[src/rtl/m_dmem_responder.sv]
// m_dmem_responder: data-memory target for the multi-cycle processor's load/store port.
// Accepts one request at a time, waits WAIT cycles, performs a byte-strobed
// word store or a word load on an internal array, then holds the response
// until the requester accepts it. Misaligned or out-of-range accesses return
// err=1 and leave the array untouched.
//
// Ports:
//   w_clk        clock, rising edge
//   w_rst_n      synchronous active-low reset
//   w_req_valid  request present            w_req_ready  responder can accept
//   w_req_we     1 = store, 0 = load        w_req_addr   byte address
//   w_req_wdata  store data                 w_req_wstrb  store byte enables
//   w_rsp_valid  response present           w_rsp_ready  requester accepts response
//   w_rsp_rdata  load data (0 for stores and errors)
//   w_rsp_err    misaligned or out-of-range access
module m_dmem_responder #(
    parameter int unsigned DEPTH_LOG2 = 6,
    parameter int unsigned WAIT       = 2
) (
    input  logic        w_clk,
    input  logic        w_rst_n,
    input  logic        w_req_valid,
    output logic        w_req_ready,
    input  logic        w_req_we,
    input  logic [31:0] w_req_addr,
    input  logic [31:0] w_req_wdata,
    input  logic [3:0]  w_req_wstrb,
    output logic        w_rsp_valid,
    input  logic        w_rsp_ready,
    output logic [31:0] w_rsp_rdata,
    output logic        w_rsp_err
);

    localparam int unsigned DEPTH = 1 << DEPTH_LOG2;
    localparam int unsigned CNT_W = 4;
    localparam int unsigned IDX_W = DEPTH_LOG2;

    typedef enum logic [1:0] {
        ST_IDLE = 2'd0,
        ST_BUSY = 2'd1,
        ST_RESP = 2'd2
    } state_e;

    state_e             state_q;
    state_e             state_d;
    logic [CNT_W-1:0]   cnt_q;
    logic               lat_we_q;
    logic [31:0]        lat_addr_q;
    logic [31:0]        lat_wdata_q;
    logic [3:0]         lat_wstrb_q;
    logic [31:0]        rdata_q;
    logic               err_q;
    logic [31:0]        mem [DEPTH];

    logic               accept_c;
    logic               access_c;
    logic               rsp_done_c;
    logic               acc_err_c;
    logic [IDX_W-1:0]   idx_c;

    assign accept_c   = (state_q == ST_IDLE) && w_req_valid;
    assign access_c   = (state_q == ST_BUSY) && (cnt_q == '0);
    assign rsp_done_c = (state_q == ST_RESP) && w_rsp_ready;

    // Word index beyond the array or a non-word-aligned byte address is an error.
    assign acc_err_c  = (lat_addr_q[1:0] != 2'b00) || (lat_addr_q[31:2] >= 30'(DEPTH));
    assign idx_c      = lat_addr_q[IDX_W+1:2];

    // State register.
    always_ff @(posedge w_clk) begin
        if (!w_rst_n) begin
            state_q <= ST_IDLE;
        end else begin
            state_q <= state_d;
        end
    end

    // Next-state logic.
    always_comb begin
        state_d = state_q;
        case (state_q)
            ST_IDLE: if (accept_c)   state_d = ST_BUSY;
            ST_BUSY: if (access_c)   state_d = ST_RESP;
            ST_RESP: if (rsp_done_c) state_d = ST_IDLE;
            default:                 state_d = ST_IDLE;
        endcase
    end

    // Handshake outputs decoded from the state register.
    always_comb begin
        w_req_ready = 1'b0;
        w_rsp_valid = 1'b0;
        case (state_q)
            ST_IDLE: w_req_ready = 1'b1;
            ST_RESP: w_rsp_valid = 1'b1;
            default: ;
        endcase
    end

    // Request latch and wait counter.
    always_ff @(posedge w_clk) begin
        if (!w_rst_n) begin
            cnt_q       <= '0;
            lat_we_q    <= 1'b0;
            lat_addr_q  <= '0;
            lat_wdata_q <= '0;
            lat_wstrb_q <= '0;
        end else if (accept_c) begin
            cnt_q       <= CNT_W'(WAIT);
            lat_we_q    <= w_req_we;
            lat_addr_q  <= w_req_addr;
            lat_wdata_q <= w_req_wdata;
            lat_wstrb_q <= w_req_wstrb;
        end else if ((state_q == ST_BUSY) && (cnt_q != '0)) begin
            cnt_q <= cnt_q - CNT_W'(1);
        end
    end

    // Response registers; held through RESP until the handshake.
    always_ff @(posedge w_clk) begin
        if (!w_rst_n) begin
            rdata_q <= '0;
            err_q   <= 1'b0;
        end else if (access_c) begin
            err_q   <= acc_err_c;
            rdata_q <= (lat_we_q || acc_err_c) ? 32'h0 : mem[idx_c];
        end
    end

    assign w_rsp_rdata = rdata_q;
    assign w_rsp_err   = err_q;

    // Word array: not reset; a reset on the access edge suppresses the write.
    always_ff @(posedge w_clk) begin
        if (w_rst_n && access_c && lat_we_q && !acc_err_c) begin
            for (int k = 0; k < 4; k++) begin
                if (lat_wstrb_q[k]) begin
                    mem[idx_c][8*k +: 8] <= lat_wdata_q[8*k +: 8];
                end
            end
        end
    end

endmodule

[config.mk]
export PLATFORM = sky130hd
export DESIGN_NAME = m_dmem_responder
export DESIGN_NICKNAME = d
export VERILOG_FILES = /design/src/rtl/m_dmem_responder.sv
export SDC_FILE = /design/constraint.sdc
export NUM_CORES = 2
export LEC_CHECK = 0
export BUFFER_PORTS_ARGS = -buffer_cell sky130_fd_sc_hd__buf_4
export CAP_MARGIN = 0
export CORE_AREA = 5 5 464 466
export CTS_CLUSTER_SIZE = 25
export DETAILED_ROUTE_END_ITERATION = 8
export DIE_AREA = 0 0 469 471
export PLACE_DENSITY = 0.59
export SYNTH_ARGS = -nofsm -noshare
export SYNTH_HDL_FRONTEND = slang
export SYNTH_SLANG_ARGS = --single-unit
export TNS_END_PERCENT = 50
[constraint.sdc]
create_clock -name w_clk -period 7.5 [get_ports w_clk]
set_clock_uncertainty 0.05 [all_clocks]
set_input_delay 1.5 -clock w_clk [delete_from_list [all_inputs] [get_ports w_clk]]
set_output_delay 1.5 -clock w_clk [all_outputs]
set_load 0.05 [all_outputs]
# Word-level counts from Yosys, hierarchy flattened
# Memory sizes are Yosys's and may differ from the RTL's. A register that Yosys moved wholly into a read port is not among the register bits.
# Index checks and enable logic that the tools add are counted.
# word_totals
n_memories,1
register_bits,108
elab_cells,58
ramBits,2048
# memory_table
name,depth,width,rd,rd_clocked_by_memory_dff,wr,line_no,text
mem,64,32,1,1,1,53,logic [31:0] mem [DEPTH];
# op_classes
n_mux,23
bitwise_logic,1
n_eq_ne,5
reduce_logical,17
n_lt_le_gt_ge,1
addsub,1
# op_table
op,n
two-way mux 32 bit,1
"greater-or-equal comparator 30 x 7 -> 1 bit, second input constant",1
two-way mux 1 bit,14
two-way mux 6 bit,2
two-way mux 2 bit,5
logical AND 1 bit,7
"inequality test 2 bit, second input constant",3
case mux 2 bit (3 select lines),1
zero test 4 bit,1
nonzero test 2 bit,2
nonzero test 4 bit,1
"subtractor 4 x 1 -> 4 bit, second input constant",1
AND reduction 3 bit,1
"equality test 2 x 1 -> 1 bit, second input constant",1
"equality test 2 bit, second input constant",1
zero test 2 bit,1
logical OR 1 bit,2
OR reduction 2 bit,1
zero test 1 bit,1
inverter 1 bit,1

# Depth between registers and ports, before layout
# depth
ltp_word,7
mapped_depth,11
mapped_depth_nobuf,8

# Least setup slack after synthesis
# No wires, ideal clock.
# synth_path
kind,input-to-reg
start,in w_rst_n
end,mem mem[10][0] (enable)
n_path_buf,2
path_slack_ns,4.630
path_stages,5
required_time_ns,7.080
t_arrival_ns,2.449
cell_sequence,and3_1 -> buf_2 -> nand2_2 -> buf_2 -> nor2_1
# synth_via
elab_chain_cells,5
# synth_lines
element,line_no,text
"start, declared",21,"input logic w_rst_n,"
logical AND 1 bit (3 in series),135,if (w_rst_n && access_c && lat_we_q && !acc_err_c) begin
two-way mux 1 bit,135,
two-way mux 1 bit (implied by the code),138,mem[idx_c][8*k +: 8] <= lat_wdata_q[8*k +: 8];
"end, declared",53,
# Every way passes these cells.

# Worst setup path after layout
# layout_path
start,reg cnt_q[0]
end,mem mem[3][5] (enable)
# layout_via
elab_chain_cells,7
# layout_lines
element,line_no,text
"start, declared",46,logic [CNT_W-1:0] cnt_q;
"start signal, assigned",109,cnt_q <= CNT_W'(WAIT);
"start signal, assigned",115,cnt_q <= cnt_q - CNT_W'(1);
zero test 4 bit,62,assign access_c = (state_q == ST_BUSY) && (cnt_q == '0);
logical AND 1 bit,62,
logical AND 1 bit (3 in series),135,
two-way mux 1 bit,135,
two-way mux 1 bit (implied by the code),138,
# Every way passes these cells.

==> flow_metrics.py <==
metrics = {
    "timing": {
        "layout_min_cycle_time_ns": 4.607,
        "slew-limit-headroom": 0.02488,
        "period_share": 0.6143,
        "worstMarginPinSlew_ns": 1.460,
        "holdWs_ns": 0.4042,
        "max_freq_mhz": 217.1,
        "slew_viol_final": 0,
        "hold_viol": 0,
        "setup_viol": 0,
        "grt_setup_unrepaired": "no",
        "tns_ns": 0,
        "fin_ws_ns": 2.893,
    },
    "floorplanning": {
        "die_w_um": 469,
        "die-height_um": 471,
        "rows": 169,
        "core-area_um2": 210800,
        "fp.dieArea_um2": 220900,
        "top_level_ports": 108,
        "start_util": 0.3965,
    },
    "finish": {
        "fillers": 17806,
        "final_util": 0.4472,
        "drive_gt1_frac": 0.2252,
        "final_nets": 4422,
        "area_delta_synth_final_pct": 12.80,
    },
    "synthesis": {
        "synth_async_sr_flop_share": 0,
        "ys_seq_area_frac": 0.7631,
        "synth_cell_types": 70,
        "ys_seq_elements": 2162,
        "synth-edff-count": 2048,
        "yosys.area.top_type_share": 0.7358,
        "ys_warn_count": 0,
        "synth.cells.most_frequent": "edfxtp_1 (2048), mux4_2 (459), nor2_1 (291), nand2_1 (285), mux2i_1 (179)",
        "synth_most_common_cell": "edfxtp_1",
        "ys.flop_type": "edfxtp_1",
        "syn_area_per_cell_um2": 19.83,
        "synth_top_area_cell": "edfxtp_1",
        "synthCells": 4214,
        "syn_area_um2": 83580,
        "synth_nets": 4288,
        "synth_area_leaders": "edfxtp_1 (74%), mux4_2 (12%), dfxtp_1 (2.7%)",
    },
    "global_routing": {
        "grt_pass1_wl_um": 364000,
        "overflow": 0,
        "grt_use_total": 0.2387,
        "antenna_found_initial": 25,
        "grt_max_degree": 119,
        "grt_pass1_vias": 43292,
    },
    "clocking": {
        "insertion_delay_ns": 0.87,
        "cts_tree": "built",
        "path_clk_slew_ns": 0.06,
        "root_buffer": "clkbuf_16",
        "cts_sinks": 2162,
        "cts_setup_buffers": 0,
        "cts_max_level": 4,
        "clk_path_buf_depth": 3,
        "cts_resized": 0,
        "ctsHoldBuffers": 0,
        "cts_buffers": 210,
    },
    "setup_path": {
        "cp_max_fo": 64,
        "reg2reg_depth": 8,
        "end_kind": "flip-flop",
        "criticalPathCategory": "flip-flop to flip-flop",
        "cp.arrival_ns": 5.00,
        "startpoint_type": "flip-flop",
        "cp.required_ns": 7.89,
    },
    "power": {
        "power_density_nw_per_um2": 272.7,
        "intPower_mw": 19.85,
        "finalPower_mw": 25.71,
        "switching_share": 0.2278,
        "total_leakage_power_nw": 28.56,
        "irDropWorstVdd_mv": 0.2898,
        "power_frac_clock": 0.412,
        "p_sw_mw": 5.855,
        "seq_power_share": 0.532,
        "power_frac_comb": 0.056,
    },
    "detailed_routing": {
        "post_drt_wl_per_cell_um": 36.30,
        "drt_iter0_markers": 7061,
        "finalWirelength_um": 267600,
        "drcViolationCount": 0,
        "dr.pass1.iters": 6,
        "via_per_inst": 6.033,
        "drt.antenna.violating_nets": 0,
        "vias": 44466,
    },
    "worst_hold_path": {
        "hold_depth": 2,
        "hp-class": "flip-flop to flip-flop",
    },
    "place": {
        "place.gp.congestion": 0.8973,
        "place_hpwl_um": 164300,
        "io_buffers": 107,
        "pre_cts_slack_ns": 3.037,
    },
    "outcome": {
        "status": "finished, final reports clean",
    },
    "run": {
        "cap_violations": 0,
    },
}
-- stage by stage --
stage	std cells	instance area [um^2]
2_1_floorplan	4214	83580
3_3_place_gp	6957	87290
3_5_place_dp	6957	87290
4_1_cts	7351	94230
5_1_grt	7351	94230
6_report	7371	94280
-- cell usage in the layout (no fill, tap or decap), types with 14 or more instances in the layout --
| master | count |
|---|---|
| nor3_1 | 15 |
| a22oi_1 | 90 |
| edfxtp_1 | 2048 |
| clkinv_1 | 47 |
| mux4_2 | 459 |
| bufinv_16 | 19 |
| o21ai_0 | 51 |
| dfxtp_4 | 38 |
| a221oi_1 | 17 |
| o22ai_1 | 28 |
| nand2_1 | 284 |
| nor2_1 | 285 |
| dfxtp_1 | 76 |
| nand3_1 | 36 |
| a211oi_1 | 21 |
| clkbuf_8 | 14 |
| clkbuf_1 | 37 |
| and3_1 | 21 |
| nand2b_1 | 14 |
| clkbuf_16 | 213 |
| a21oi_1 | 112 |
| buf_4 | 162 |
| diode_2 | 20 |
| clkinv_2 | 37 |
| mux2i_1 | 179 |
| nor2b_1 | 18 |
-- state kept, by name, indices dropped and copies added (netlist names), named ones only --
signal,cells
cnt_q,4
lat_we_q,1
lat_wstrb_q,4
lat_addr_q,32
mem,2048
w_rsp_rdata,32
state_q,2
w_rsp_err,1
lat_wdata_q,32
-- critical path: stages (launching register included) --
cell and delay (ns):
dfxtp_1 0.33, inv_1 0.07, ha_1 0.17, nor3b_1 0.59
nand2_1 0.23, nor4_1 0.37, and3_1 0.73, nand2_4 0.73
nor2_1 0.84
-- worst paths after layout --
kind	from	endpoint	slack, ns
max	cnt_q[0]$_SDFFE_PP0P_	mem[3][5]$_DFFE_PP_	2.89
min	lat_addr_q[19]$_SDFFE_PN0P_	lat_addr_q[19]$_SDFFE_PN0P_	0.40
max reg2reg	cnt_q[0]$_SDFFE_PP0P_	mem[3][5]$_DFFE_PP_	2.89
min reg2reg	lat_addr_q[19]$_SDFFE_PN0P_	lat_addr_q[19]$_SDFFE_PN0P_	0.40
-- routing by layer --
layer | GRT usage | routed length [um]
met1 | 0.3227 | 102900
met2 | 0.3534 | 120300
met3 | 0.08221 | 31280
met4 | 0.1010 | 12880
met5 | 0 | 276
-- final cells by class --
cell class,instances,area [um^2],share of cell area
Antenna cell,20,50.05,0.0005309
Clock buffer,264,5662,0.06005
Clock inverter,130,1274,0.01351
Inverter,8,32.53,0.0003451
Multi-Input combinational cell,1795,18410,0.1953
Sequential cell,2162,63920,0.6780
Tap cell,2821,3530,0.03744
Timing Repair Buffer,171,1396,0.01481
-- cell families after synthesis --
logic type / share of synthesized area
multiplexers: 0.1495
adder cells (fa/ha/maj): 0.0001497
flip-flops: 0.7631
AO/OA/AOI/OAI: 0.03052
XOR/XNOR: 0.0003144
buffers and inverters: 0.01787
AND/OR/NAND/NOR: 0.03856
-- power groups by stage --
stage	sequential (mW)	clock (mW)	combinational [mW]
3_5_place_dp	13.9	0	1.41
3_3_place_gp	13.9	0	1.41
2_1_floorplan	13.7	0	0.900
4_1_cts	13.7	10.7	1.42
5_1_grt	13.7	11.2	1.48
6_report	13.7	10.6	1.44
Power figures use the tool's default switching activity.
